$ cat src/rtl/fp_mul_arbiter_if.sv
// Requester-side bus of the shared FP multiplier arbiter.
//   req_valid_i / req_ready_o : per-requester operand handshake
//   req_a_i / req_b_i         : packed operands, requester i at [i*WIDTH +: WIDTH]
//   rsp_valid_o / rsp_ready_i : per-requester result handshake (FWFT FIFO head)
//   rsp_data_o                : packed FIFO heads, same packing as operands
// The slave modport is the arbiter; the master modport is the requester side.
interface fp_mul_arbiter_if #(
  parameter int NUM_REQ = 4,
  parameter int WIDTH   = 24
);
  logic [NUM_REQ-1:0]       req_valid_i;
  logic [NUM_REQ-1:0]       req_ready_o;
  logic [NUM_REQ*WIDTH-1:0] req_a_i;
  logic [NUM_REQ*WIDTH-1:0] req_b_i;
  logic [NUM_REQ-1:0]       rsp_valid_o;
  logic [NUM_REQ-1:0]       rsp_ready_i;
  logic [NUM_REQ*WIDTH-1:0] rsp_data_o;

  modport slave (
    input  req_valid_i, req_a_i, req_b_i, rsp_ready_i,
    output req_ready_o, rsp_valid_o, rsp_data_o
  );

  modport master (
    output req_valid_i, req_a_i, req_b_i, rsp_ready_i,
    input  req_ready_o, rsp_valid_o, rsp_data_o
  );
endinterface

$ cat src/rtl/fp_mul_arbiter.sv
// Shares one fixed-latency pipelined FP multiplier between NUM_REQ requesters.
// Round-robin issue (one op per cycle), a tag pipeline that follows each op
// through the multiplier, and per-requester response FIFOs guarded by credits
// so a stalled consumer only ever blocks itself.
// Ports:
//   clk, rst              : clock, asynchronous active-high reset
//   req_if (slave)        : requester operand/response bus (see fp_mul_arbiter_if)
//   mul_valid_o/a_o/b_o   : registered operands to the multiplier
//   mul_result_i          : multiplier result, MUL_LATENCY cycles after mul_valid_o
//   busy_o                : registered; op in the tag pipeline or any FIFO non-empty

// Invariant checks for the credit / FIFO bookkeeping.
module fp_mul_arbiter_chk #(
  parameter int NUM_REQ   = 4,
  parameter int CW        = 2,
  parameter int RSP_DEPTH = 2
) (
  input logic                  clk,
  input logic                  rst,
  input logic [NUM_REQ*CW-1:0] credit_i,
  input logic [NUM_REQ-1:0]    grant_i,
  input logic [NUM_REQ-1:0]    wr_en_i,
  input logic [NUM_REQ-1:0]    full_i
);
  for (genvar i = 0; i < NUM_REQ; i++) begin : g_chk
    a_credit_max: assert property (@(posedge clk) disable iff (rst)
      credit_i[i*CW +: CW] <= CW'(RSP_DEPTH))
      else $error("credit above depth for requester %0d", i);
    a_credit_nonneg: assert property (@(posedge clk) disable iff (rst)
      grant_i[i] |-> (credit_i[i*CW +: CW] != '0))
      else $error("grant without credit for requester %0d", i);
    a_no_overflow: assert property (@(posedge clk) disable iff (rst)
      wr_en_i[i] |-> !full_i[i])
      else $error("response FIFO overflow for requester %0d", i);
  end
  a_onehot_grant: assert property (@(posedge clk) disable iff (rst) $onehot0(grant_i))
    else $error("grant vector not one-hot");
endmodule

module fp_mul_arbiter #(
  parameter int NUM_REQ     = 4,
  parameter int WIDTH       = 24,
  parameter int MUL_LATENCY = 2,
  parameter int RSP_DEPTH   = 2
) (
  input  logic               clk,
  input  logic               rst,
  fp_mul_arbiter_if.slave    req_if,
  output logic               mul_valid_o,
  output logic [WIDTH-1:0]   mul_a_o,
  output logic [WIDTH-1:0]   mul_b_o,
  input  logic [WIDTH-1:0]   mul_result_i,
  output logic               busy_o
);
  localparam int IDW = (NUM_REQ > 1) ? $clog2(NUM_REQ) : 1;
  localparam int CW  = $clog2(RSP_DEPTH + 1);
  localparam int PW  = (RSP_DEPTH > 1) ? $clog2(RSP_DEPTH) : 1;
  localparam logic [CW-1:0]  DEPTH_C = CW'(RSP_DEPTH);
  localparam logic [IDW-1:0] LAST_ID = IDW'(NUM_REQ - 1);

  logic                   mul_valid_q;
  logic [WIDTH-1:0]       mul_a_q, mul_b_q;
  logic [IDW-1:0]         issue_id_q, rr_ptr_q;
  logic [MUL_LATENCY-1:0] tag_vld_q, tag_vld_d;
  logic [IDW-1:0]         tag_id_q [MUL_LATENCY];
  logic [IDW-1:0]         tag_id_d [MUL_LATENCY];
  logic [CW-1:0]          credit_q [NUM_REQ];
  logic [CW-1:0]          credit_d [NUM_REQ];
  logic [CW-1:0]          count_q  [NUM_REQ];
  logic [CW-1:0]          count_d  [NUM_REQ];
  logic [PW-1:0]          rd_ptr_q [NUM_REQ];
  logic [PW-1:0]          wr_ptr_q [NUM_REQ];
  logic [WIDTH-1:0]       mem_q    [NUM_REQ][RSP_DEPTH];
  logic                   busy_q, busy_d;

  logic [NUM_REQ-1:0]     elig_s, grant_s, wr_en_s, pop_s, full_s;
  logic                   grant_vld_s, hit_s;
  logic [IDW-1:0]         grant_id_s, cand_s;
  logic [NUM_REQ*CW-1:0]  credit_flat_s;

  // Circular pointer advance that also works for non-power-of-two wrap points.
  function automatic logic [PW-1:0] ptr_inc(input logic [PW-1:0] p);
    logic [PW-1:0] r;
    if (p == PW'(RSP_DEPTH - 1)) r = '0;
    else                         r = p + PW'(1);
    return r;
  endfunction

  // A requester may only compete while it still owns a free result slot.
  always_comb begin
    elig_s = '0;
    for (int i = 0; i < NUM_REQ; i++) begin
      elig_s[i] = req_if.req_valid_i[i] & (credit_q[i] != '0);
    end
  end

  // Round-robin scan starting just after the last granted requester.
  always_comb begin
    grant_vld_s = 1'b0;
    grant_id_s  = rr_ptr_q;
    cand_s      = '0;
    hit_s       = 1'b0;
    for (int k = 1; k <= NUM_REQ; k++) begin
      cand_s      = IDW'((int'(rr_ptr_q) + k) % NUM_REQ);
      hit_s       = ~grant_vld_s & elig_s[cand_s];
      grant_id_s  = hit_s ? cand_s : grant_id_s;
      grant_vld_s = grant_vld_s | hit_s;
    end
    grant_s = '0;
    for (int i = 0; i < NUM_REQ; i++) begin
      grant_s[i] = grant_vld_s & (grant_id_s == IDW'(i));
    end
  end

  assign req_if.req_ready_o = grant_s;
  assign mul_valid_o        = mul_valid_q;
  assign mul_a_o            = mul_a_q;
  assign mul_b_o            = mul_b_q;
  assign busy_o             = busy_q;

  // FIFO status, first-word-fall-through heads and write/pop strobes.
  always_comb begin
    req_if.rsp_valid_o = '0;
    req_if.rsp_data_o  = '0;
    full_s             = '0;
    wr_en_s            = '0;
    pop_s              = '0;
    credit_flat_s      = '0;
    for (int i = 0; i < NUM_REQ; i++) begin
      req_if.rsp_valid_o[i]              = (count_q[i] != '0);
      req_if.rsp_data_o[i*WIDTH +: WIDTH] = (count_q[i] != '0) ? mem_q[i][rd_ptr_q[i]] : '0;
      full_s[i]   = (count_q[i] == DEPTH_C);
      wr_en_s[i]  = tag_vld_q[MUL_LATENCY-1] & (tag_id_q[MUL_LATENCY-1] == IDW'(i));
      pop_s[i]    = (count_q[i] != '0) & req_if.rsp_ready_i[i];
      credit_flat_s[i*CW +: CW] = credit_q[i];
    end
  end

  // Next state of tag pipeline, credits, occupancy and busy.
  always_comb begin
    tag_vld_d[0] = mul_valid_q;
    tag_id_d[0]  = issue_id_q;
    for (int k = 1; k < MUL_LATENCY; k++) begin
      tag_vld_d[k] = tag_vld_q[k-1];
      tag_id_d[k]  = tag_id_q[k-1];
    end
    busy_d = |tag_vld_d;
    for (int i = 0; i < NUM_REQ; i++) begin
      // Grant and pop together cancel out.
      case ({grant_s[i], pop_s[i]})
        2'b10:   credit_d[i] = credit_q[i] - CW'(1);
        2'b01:   credit_d[i] = credit_q[i] + CW'(1);
        default: credit_d[i] = credit_q[i];
      endcase
      case ({wr_en_s[i], pop_s[i]})
        2'b10:   count_d[i] = count_q[i] + CW'(1);
        2'b01:   count_d[i] = count_q[i] - CW'(1);
        default: count_d[i] = count_q[i];
      endcase
      busy_d = busy_d | (count_d[i] != '0);
    end
  end

  // All state: issue registers, tag pipeline, credits and response FIFOs.
  always_ff @(posedge clk or posedge rst) begin
    if (rst) begin
      mul_valid_q <= 1'b0;
      mul_a_q     <= '0;
      mul_b_q     <= '0;
      issue_id_q  <= '0;
      rr_ptr_q    <= LAST_ID;
      tag_vld_q   <= '0;
      busy_q      <= 1'b0;
      for (int k = 0; k < MUL_LATENCY; k++) tag_id_q[k] <= '0;
      for (int i = 0; i < NUM_REQ; i++) begin
        credit_q[i] <= DEPTH_C;
        count_q[i]  <= '0;
        rd_ptr_q[i] <= '0;
        wr_ptr_q[i] <= '0;
        for (int j = 0; j < RSP_DEPTH; j++) mem_q[i][j] <= '0;
      end
    end else begin
      mul_valid_q <= grant_vld_s;
      if (grant_vld_s) begin
        mul_a_q    <= req_if.req_a_i[int'(grant_id_s)*WIDTH +: WIDTH];
        mul_b_q    <= req_if.req_b_i[int'(grant_id_s)*WIDTH +: WIDTH];
        issue_id_q <= grant_id_s;
        rr_ptr_q   <= grant_id_s;
      end else begin
        mul_a_q    <= mul_a_q;
        mul_b_q    <= mul_b_q;
        issue_id_q <= issue_id_q;
        rr_ptr_q   <= rr_ptr_q;
      end
      tag_vld_q <= tag_vld_d;
      tag_id_q  <= tag_id_d;
      busy_q    <= busy_d;
      for (int i = 0; i < NUM_REQ; i++) begin
        credit_q[i] <= credit_d[i];
        count_q[i]  <= count_d[i];
        if (wr_en_s[i]) begin
          mem_q[i][wr_ptr_q[i]] <= mul_result_i;
          wr_ptr_q[i]           <= ptr_inc(wr_ptr_q[i]);
        end
        if (pop_s[i]) begin
          rd_ptr_q[i] <= ptr_inc(rd_ptr_q[i]);
        end
      end
    end
  end

  fp_mul_arbiter_chk #(
    .NUM_REQ  (NUM_REQ),
    .CW       (CW),
    .RSP_DEPTH(RSP_DEPTH)
  ) u_chk (
    .clk     (clk),
    .rst     (rst),
    .credit_i(credit_flat_s),
    .grant_i (grant_s),
    .wr_en_i (wr_en_s),
    .full_i  (full_s)
  );
endmodule

$ cat src/flat_wrapper.sv
// flat-port wrapper written by rule: the top's interface ports become plain ports
module fp_mul_arbiter_flat 
#(
  parameter int NUM_REQ     = 4,
  parameter int WIDTH       = 24,
  parameter int MUL_LATENCY = 2,
  parameter int RSP_DEPTH   = 2
)
  (clk, rst, mul_valid_o, mul_a_o, mul_b_o, mul_result_i, busy_o, req_if_req_valid_i, req_if_req_a_i, req_if_req_b_i, req_if_rsp_ready_i, req_if_req_ready_o, req_if_rsp_valid_o, req_if_rsp_data_o);
  fp_mul_arbiter_if #(.NUM_REQ(NUM_REQ), .WIDTH(WIDTH)) req_if_i ();
  input  logic clk;
  input  logic rst;
  output logic mul_valid_o;
  output logic [WIDTH-1:0] mul_a_o;
  output logic [WIDTH-1:0] mul_b_o;
  input  logic [WIDTH-1:0] mul_result_i;
  output logic busy_o;
  input wire logic [$bits(req_if_i.req_valid_i)-1:0] req_if_req_valid_i;
  input wire logic [$bits(req_if_i.req_a_i)-1:0] req_if_req_a_i;
  input wire logic [$bits(req_if_i.req_b_i)-1:0] req_if_req_b_i;
  input wire logic [$bits(req_if_i.rsp_ready_i)-1:0] req_if_rsp_ready_i;
  output wire logic [$bits(req_if_i.req_ready_o)-1:0] req_if_req_ready_o;
  output wire logic [$bits(req_if_i.rsp_valid_o)-1:0] req_if_rsp_valid_o;
  output wire logic [$bits(req_if_i.rsp_data_o)-1:0] req_if_rsp_data_o;
  assign req_if_i.req_valid_i = req_if_req_valid_i;
  assign req_if_i.req_a_i = req_if_req_a_i;
  assign req_if_i.req_b_i = req_if_req_b_i;
  assign req_if_i.rsp_ready_i = req_if_rsp_ready_i;
  assign req_if_req_ready_o = req_if_i.req_ready_o;
  assign req_if_rsp_valid_o = req_if_i.rsp_valid_o;
  assign req_if_rsp_data_o = req_if_i.rsp_data_o;
  fp_mul_arbiter #(.NUM_REQ(NUM_REQ), .WIDTH(WIDTH), .MUL_LATENCY(MUL_LATENCY), .RSP_DEPTH(RSP_DEPTH)) u_core (.clk(clk), .rst(rst), .req_if(req_if_i), .mul_valid_o(mul_valid_o), .mul_a_o(mul_a_o), .mul_b_o(mul_b_o), .mul_result_i(mul_result_i), .busy_o(busy_o));
endmodule
$ cat config.mk
export PLATFORM = sky130hd
export DESIGN_NAME = fp_mul_arbiter_flat
export DESIGN_NICKNAME = d
export VERILOG_FILES = /design/src/rtl/fp_mul_arbiter_if.sv /design/src/rtl/fp_mul_arbiter.sv /design/src/flat_wrapper.sv
export SDC_FILE = /design/constraint.sdc
export NUM_CORES = 1
export LEC_CHECK = 0
export CORE_UTILIZATION = 48
export DETAILED_ROUTE_END_ITERATION = 10
export PLACE_DENSITY_LB_ADDON = 0.15
export SKIP_LAST_GASP = 1
export SYNTH_ARGS = -nofsm -noshare
export SYNTH_HDL_FRONTEND = slang
export SYNTH_HIERARCHICAL = 1
export SYNTH_SLANG_ARGS = --single-unit
$ cat constraint.sdc
create_clock -name clk -period 11.2 [get_ports clk]
set_clock_uncertainty 0.05 [all_clocks]
set_input_delay 2.24 -clock clk [delete_from_list [all_inputs] [get_ports clk]]
set_output_delay 2.24 -clock clk [all_outputs]
set_load 0.01 [all_outputs]
==> results of run 1 <==
==> placed cells by master, fill, tap and decap left out, drive strengths merged, types with 4 or more instances in the layout <==
master and count:
clkdlybuf4s50 379, dfrtp 270, mux2 192, nor2 162, mux2i 97, inv 61, nor4 49, a311oi 48
o221a 47, clkbuf 35, buf 20, xor2 16, xnor2 15, clkinv 12, ha 8, diode 7
bufinv 6, nand2 6, dfstp 6, o21ai 6, o21a 5, nor2b 4
==> worst max-delay path by stage <==
stage / to / slack, ns / cells past startpoint
global placement: req_if_req_ready_o[0] / 3.33 / 8
global route: req_if_req_ready_o[0] / 3.23 / 8
finish: req_if_req_ready_o[0] / 3.31 / 8
floorplan: u_core/busy_o$_DFF_PP0_ / 1.31 / 1
detailed placement: req_if_req_ready_o[0] / 3.33 / 8
CTS: req_if_req_ready_o[0] / 3.33 / 8
==> metrics by stage <==
step / setup slack, ns / cell area [sq um]
2_1_floorplan: 1.31 / 13200
3_3_place_gp: 3.33 / 17300
3_5_place_dp: 3.33 / 17300
4_1_cts: 3.33 / 18400
5_1_grt: 3.23 / 18400
6_report: 3.31 / 18400
==> logic make-up (layout without fill, tap and decap cells) <==
family / after synthesis / in the layout / share of synthesized area, %
multiplexers: 289 / 289 / 23.7
XOR/XNOR: 31 / 31 / 2.05
other: 0 / 7 / 0
AO/OA/AOI/OAI: 123 / 123 / 8.79
flip-flops: 276 / 276 / 52.3
AND/OR/NAND/NOR: 236 / 236 / 8.06
adder cells (fa/ha/maj): 8 / 8 / 0.757
buffers and inverters: 146 / 513 / 4.33
==> cell type report <==
type,instances,share of cell area [%]
clock buffer,35,4.33
timing repair buffer,399,21.5
inverter,60,1.26
antenna,7,0.0951
sequential,276,37.6
tap,341,2.32
clock inverter,19,1.45
multi-input combinational,687,31.5
==> registers in the layout (all words and copies together) (netlist names) <==
| signal | count |
|---|---|
| u_core/tag_vld_q | 2 |
| u_core/mul_valid_o | 1 |
| u_core/busy_o | 1 |
| u_core/mul_b_o | 24 |
| u_core/mem_q | 192 |
| u_core/tag_id_q | 2 |
| u_core/rd_ptr_q | 4 |
| u_core/tag_id_d | 2 |
| u_core/credit_flat_s | 8 |
| u_core/issue_id_q | 2 |
| u_core/wr_ptr_q | 4 |
| u_core/mul_a_o | 24 |
| u_core/count_q | 8 |
| u_core/rr_ptr_q | 2 |
==> layer usage <==
layer / share of wire (%) / up-vias
met5: 0 / -
met1: 38 / 5247
met3: 6.1 / 71
met2: 53 / 437
li1: - / 4690
met4: 3.0 / 0
==> power breakdown <==
group | internal, mW | switching [mW]
Combinational | 1.67 | 1.43
Sequential | 1.53 | 0.379
Clock | 0.648 | 0.403
Total | 3.85 | 2.21
==> flow_summary.ini, run 1 <==
[power]
totalPowerFinal_mw = 6.06
leakagePower_nw = 7.82
peakVddDrop_mv = 0.160
powerDensity_nw_per_um2 = 329

[yosys]
synth.largest_area_cell = dfrtp_1
synth_seq_cells = 276
ys_types = 45
synth_warnings = 6
synth_most_common_cell = dfrtp_1
synth_flop_cell = dfrtp_1
synth_top_cells_by_count = dfrtp_1 (270), mux2_2 (187), nor2_1 (162), mux2i_1 (97), clkbuf_1 (72)
synth-edff-count = 0
synthCells = 1109
avgSynthCellArea_sq_um = 11.9
syn-num-nets = 1343
synth_top_area_share_pct = 51.1
syn-cell-area_sq_um = 13200
synthTopCellsByArea = dfrtp_1 (51%), mux2_2 (16%), mux2i_1 (7.3%)
ys_seq_area_share_pct = 52.3
synthArstFlopShare_pct = 100

[setup_path]
arrival_ns = 5.60
crit_path_start_kind = primary input
timing.rr.end = u_core/credit_flat_s[1]$_DFFE_PP1P_
path_buf_inv = 4
worstReg2RegStart = u_core/credit_flat_s[3]$_DFFE_PP1P_
worstSetupPathType = in -> out
crit_top_cell = clkdlybuf4s50_1
endpoint_kind = output pin
crit_slowest_cell = o21a_2
cp_max_fo = 51
cp.required_ns = 8.91
crit_start = req_if_req_valid_i[1]
crit_chain = clkdlybuf4s50_1 > o21a_2 > a22o_4 > a211oi_4 > inv_2 > or2_2 > inv_1 > clkdlybuf4s50_1
ff2ff_path_depth = 8
path_delay_family = compound AO/OA/AOI/OAI gates
r2r_slack_ns = 7.55
cpPeakStageDelay_ns = 0.89

[clocking]
cts.repair.resized = 0
cts_setup_buffers = 0
cts_tree = done
hold_buffers = 0
cts.sinks = 276
insertion_delay_ns = 0.55
cts.path.max_buffers = 3
cts-root-buf = clkbuf_16
clk_pin_slew_ns = 0.07
cts_max_level = 1
cts_buffers = 29

[routing]
drc = 0
first_iter_violations = 634
detail-route-antenna-nets = 0
drt_pass1_iterations = 5
routedWlPerCell_um = 22.3
viasPerCell = 5.73
num_vias = 10445
wirelength_um = 40700

[sta]
finalMaxSlewViolations = 0
max_freq_mhz = 127
period_needed_ns = 7.89
grt_setup_unrepaired = false
final-setup-viol-count = 0
final_hold_viol_count = 0
setup_tns_ns = 0
fin_crit_sh_pct = 70.5
tightest_slew_ns = 1.17
slew_headroom_pct = 22.2
holdWs_ns = 0.301

[placement]
place.gp.congestion = 0.893
dpl.hpwl_um = 28400
dp_cells = 1763
io_buffer_count = 379

[job]
maxCapViolCount = 0

[global_routing]
grt_use_total_pct = 29.0
met2_usage_pct = 52.4
top_usage_layer = met2
grt_pass1_vias = 10928
met3_usage_pct = 5.41
grt_pass1_wl_um = 62600
grt_max_degree = 163
grt_overflow = 0
antenna_found_initial = 7
use_met1_pct = 34.0

[finish]
final_cell_count_no_fill = 1824
drive_above_1_share_pct = 22.1
final_util_pct = 68.3
num-nets-final = 1687
final-seq-area_sq_um = 6920
fillCellCount = 2105
syn2layout_area_growth_pct = 39.4
multi_input_area_sq_um = 5800

[floorplanning]
rows = 60
start_util_pct = 49.0
core_area_sq_um = 27000
dieArea_sq_um = 28200
die_width_um = 168
die_h_um = 168
num_io_pins = 380

[worst_hold_path]
hold_path_startpoint = u_core/tag_id_d[1]$_DFF_PP0_
whs_endpoint = u_core/tag_id_q[1]$_DFF_PP0_
hp-class = reg -> reg
hold_depth = 0

[status]
status = completed
Note: power is estimated with default switching activity, not from simulation.
==> inputs of run 2 (changes only) <==
CORE_UTILIZATION = 44   (was 48)
clock period = 6.5 ns   (was 11.2 ns; I/O delays follow)
==> flow_summary.ini, run 2 (same netlist as run 1, synthesis figures left out) <==
[status]
status = completed

[clocking]
clk_pin_slew_ns = 0.06
cts_setup_buffers = 0
cts_max_level = 1
cts.repair.resized = 0
cts.sinks = 276
cts-root-buf = clkbuf_16
cts_buffers = 29
cts.path.max_buffers = 3
insertion_delay_ns = 0.54
hold_buffers = 0
cts_tree = done

[routing]
num_vias = 10474
first_iter_violations = 607
viasPerCell = 5.57
wirelength_um = 43200
routedWlPerCell_um = 23.0
drc = 0
drt_pass1_iterations = 5
detail-route-antenna-nets = 0

[global_routing]
grt_overflow = 0
grt_pass1_vias = 11098
grt_use_total_pct = 28.1
grt_max_degree = 174
grt_pass1_wl_um = 65700
antenna_found_initial = 10

[setup_path]
cp_max_fo = 7
crit_slowest_cell = clkdlybuf4s50_1
crit_top_cell = clkdlybuf4s50_1
endpoint_kind = output pin
worstSetupPathType = in -> out
crit_path_start_kind = primary input
cp.required_ns = 5.15
arrival_ns = 3.69
cpPeakStageDelay_ns = 0.56
crit_chain = clkdlybuf4s50_1 > o21ai_1 > o22ai_1 > a211oi_4 > inv_2 > or2_2 > inv_1 > clkdlybuf4s50_1

[finish]
final_cell_count_no_fill = 1879
largest_register = u_core/mem_q
syn2layout_area_growth_pct = 39.9
final_common_cell = clkdlybuf4s50_1
fin_area_sq_um = 18500
num-nets-final = 1692
drive_above_1_share_pct = 22.1
layout_common_cells = clkdlybuf4s50_1 (379), dfrtp_1 (269), mux2_2 (187)
largest_reg_flops = 192
fillCellCount = 2400

[power]
leakagePower_nw = 7.82
powerDensity_nw_per_um2 = 566
peakVddDrop_mv = 0.239

[floorplanning]
dieArea_sq_um = 30700
die_width_um = 175
core_area_sq_um = 29600
die_h_um = 175
start_util_pct = 44.7
rows = 63
num_io_pins = 380

[placement]
placed_area_sq_um = 17400
io_buffer_count = 379
place.gp.congestion = 0.870
dp_cells = 1817
dpl.hpwl_um = 30300

[sta]
tightest_slew_ns = 0.942
grt_setup_unrepaired = false
period_needed_ns = 5.04
final_hold_viol_count = 0
slew_headroom_pct = 37.2
fin_crit_sh_pct = 77.5
setup_tns_ns = 0
finalMaxSlewViolations = 0
final-setup-viol-count = 0
max_freq_mhz = 199

[worst_hold_path]
hp-class = reg -> reg

[job]
maxCapViolCount = 0
==> run 2: changes by cell type in the layout (fill, tap and decap cells not counted), sizes merged <==
cell      change
clkinvlp      +1
bufinv        -1
inv           -2
clkbuf        +4
buf           +5
diode         +3
clkinv        -4
==> run 2: path summary, 6_finish.rpt <==
path / startpoint / cells after the start / slack, ns / end
setup / recovery: req_if_req_valid_i[1] / 8 / 1.46 / req_if_req_ready_o[0]
hold / removal: u_core/tag_id_d[1]$_DFF_PP0_ / 0 / 0.30 / u_core/tag_id_q[1]$_DFF_PP0_
setup reg to reg: u_core/credit_flat_s[2]$_DFFE_PP0P_ / 10 / 3.36 / u_core/credit_flat_s[1]$_DFFE_PP1P_
hold reg to reg: u_core/tag_id_d[1]$_DFF_PP0_ / 0 / 0.30 / u_core/tag_id_q[1]$_DFF_PP0_
max in group asynchronous: rst / 3 / 3.86 / u_core/mem_q[187]$_DFFE_PP0P_
min in group asynchronous: rst / 2 / 1.17 / u_core/mem_q[2]$_DFFE_PP0P_
==> run 2: routing by layer <==
layer  share of wire, %  up-vias  global-route usage [%]
met5              0.030        -                       0
met4                3.6        2                    12.1
met3                5.6       87                    5.41
met2                 52      365                    49.9
met1                 39     5307                    33.2
li1                   -     4713                       -
==> run 2: worst max-delay path, delay by kind of cell <==
family,cells,cell delay [ns]
AOI/OAI and AO/OA,3,0.97
and+or+nand+nor,1,0.31
buffers and inverters,4,1.11
==> run 2: final cells by class <==
class | count | area (sq um) | area share (%)
multi-input combinational | 687 | 5800 | 31.4
antenna | 10 | 25.0 | 0.135
clock inverter | 13 | 190 | 1.03
inverter | 60 | 229 | 1.24
tap | 390 | 488 | 2.64
timing repair buffer | 404 | 3990 | 21.6
sequential | 276 | 6920 | 37.4
clock buffer | 39 | 843 | 4.56
==> run 2: metrics by stage <==
step | utilization (%) | total power [mW] | worst slack, ns | hold slack (ns)
floorplan | - | 6.25 | 1.50 | 0.281
global placement | 59.0 | 8.59 | 1.49 | 0.286
detailed placement | 59.0 | 8.71 | 1.47 | 0.288
CTS | 62.5 | 10.5 | 1.46 | 0.300
global route | 62.5 | 11.1 | 1.28 | 0.309
finish | 62.5 | 10.5 | 1.46 | 0.299
==> run 2: power breakdown <==
| group | total, mW | internal, mW | switching [mW] |
|---|---|---|---|
| registers | 3.24 | 2.64 | 0.606 |
| clock network | 1.79 | 1.10 | 0.686 |
| logic | 5.43 | 2.88 | 2.54 |
| total | 10.5 | 6.62 | 3.83 |
==> inputs of run 3 (changes only) <==
CORE_UTILIZATION = 48   (was 44)
clock period = 5 ns   (was 6.5 ns; I/O delays follow)
==> flow_summary.ini, run 3 (same netlist as run 1, synthesis figures left out) <==
[status]
status = completed

[power]
powerDensity_nw_per_um2 = 730
leakagePower_nw = 7.74
peakVddDrop_mv = 0.380

[clocking]
cts.sinks = 276
cts_tree = done
cts.path.max_buffers = 3
cts-root-buf = clkbuf_16
cts_setup_buffers = 0
cts_buffers = 29
insertion_delay_ns = 0.54
clk_pin_slew_ns = 0.06
cts_max_level = 1
hold_buffers = 0
cts.repair.resized = 0

[finish]
fin_area_sq_um = 18300
layout_common_cells = clkdlybuf4s50_1 (379), dfrtp_1 (266), mux2_2 (187)
multi_input_area_sq_um = 5810
final-seq-area_sq_um = 6920
largest_reg_flops = 192
num-nets-final = 1688
syn2layout_area_growth_pct = 38.5
final_common_cell = clkdlybuf4s50_1
largest_register = u_core/mem_q
fillCellCount = 2052
drive_above_1_share_pct = 21.6

[sta]
final_hold_viol_count = 0
fin_crit_sh_pct = 88.9
tightest_slew_ns = 0.909
period_needed_ns = 4.44
finalMaxSlewViolations = 0
final-setup-viol-count = 0
setup_tns_ns = 0
slew_headroom_pct = 39.4
grt_setup_unrepaired = false
max_freq_mhz = 225

[global_routing]
grt_max_degree = 103
antenna_found_initial = 7
grt_pass1_wl_um = 63200
grt_overflow = 0
grt_use_total_pct = 29.0
grt_pass1_vias = 11225

[setup_path]
worstSetupPathType = in -> out
cp.required_ns = 3.95
crit_path_start_kind = primary input
arrival_ns = 3.39
endpoint_kind = output pin
cp_max_fo = 45

[placement]
io_buffer_count = 379
dpl.hpwl_um = 28400
place.gp.congestion = 0.891
placed_area_sq_um = 17400

[floorplanning]
die_width_um = 168
die_h_um = 168
start_util_pct = 49.0
core_area_sq_um = 27000
dieArea_sq_um = 28200
num_io_pins = 380
rows = 60

[job]
maxCapViolCount = 0

[routing]
routedWlPerCell_um = 22.3
detail-route-antenna-nets = 0
drt_pass1_iterations = 5
viasPerCell = 5.73
drc = 0
first_iter_violations = 716
num_vias = 10437
wirelength_um = 40700

[worst_hold_path]
hp-class = reg -> reg
==> run 3: worst paths after layout <==
kind	end	slack, ns	cells past startpoint	from
setup / recovery	req_if_req_ready_o[1]	0.56	8	req_if_req_valid_i[2]
hold / removal	u_core/tag_id_q[1]$_DFF_PP0_	0.31	0	u_core/tag_id_d[1]$_DFF_PP0_
setup reg to reg	u_core/credit_flat_s[1]$_DFFE_PP1P_	1.84	10	u_core/credit_flat_s[2]$_DFFE_PP0P_
hold reg to reg	u_core/tag_id_q[1]$_DFF_PP0_	0.31	0	u_core/tag_id_d[1]$_DFF_PP0_
max in group asynchronous	u_core/mem_q[44]$_DFFE_PP0P_	3.09	3	rst
min in group asynchronous	u_core/mem_q[76]$_DFFE_PP0P_	0.73	2	rst
==> run 3: layer usage <==
layer  global-route usage, %  vias to the layer above  wire (um)  part of all wire [%]
li1                        -                     4704          -                     -
met1                    34.2                     5235      15600                    38
met2                    51.3                      402      20900                    51
met3                    5.57                       96       2430                   6.0
met4                    13.0                        0       1740                   4.3
met5                       0                        -          0                     0
==> run 3: worst max-delay path, cell delays in order <==
cell and delay (ns):
clkdlybuf4s50_1 0.46, o21ai_4 0.17, buf_4 0.53, a21boi_0 0.27, o22ai_4 0.22, nand2_1 0.11, inv_1 0.09, clkdlybuf4s50_1 0.53
==> run 3: final cells by class <==
type                       instances  share of cell area [%]
antenna                            7                  0.0957
multi-input combinational        687                    31.8
clock buffer                      46                    4.75
timing repair buffer             400                    21.7
clock inverter                     6                   0.335
inverter                          60                    1.25
sequential                       276                    37.8
tap                              341                    2.33
==> run 3: metrics by stage <==
stage	utilization, %	cells	setup slack, ns	hold slack, ns	power [mW]
after floorplan	-	1109	0.304	0.281	8.12
after global placement	64.4	1764	0.596	0.282	11.1
after detailed placement	64.4	1764	0.598	0.298	11.3
after CTS	67.8	1816	0.587	0.312	13.4
after global routing	67.9	1823	0.444	0.315	14.1
final	67.9	1823	0.557	0.309	13.4
==> run 3: where the power goes <==
group	total, mW	switching (mW)	internal (mW)
combinational	6.89	3.16	3.74
sequential	4.36	0.934	3.43
clock	2.10	0.867	1.24
total	13.4	4.96	8.40
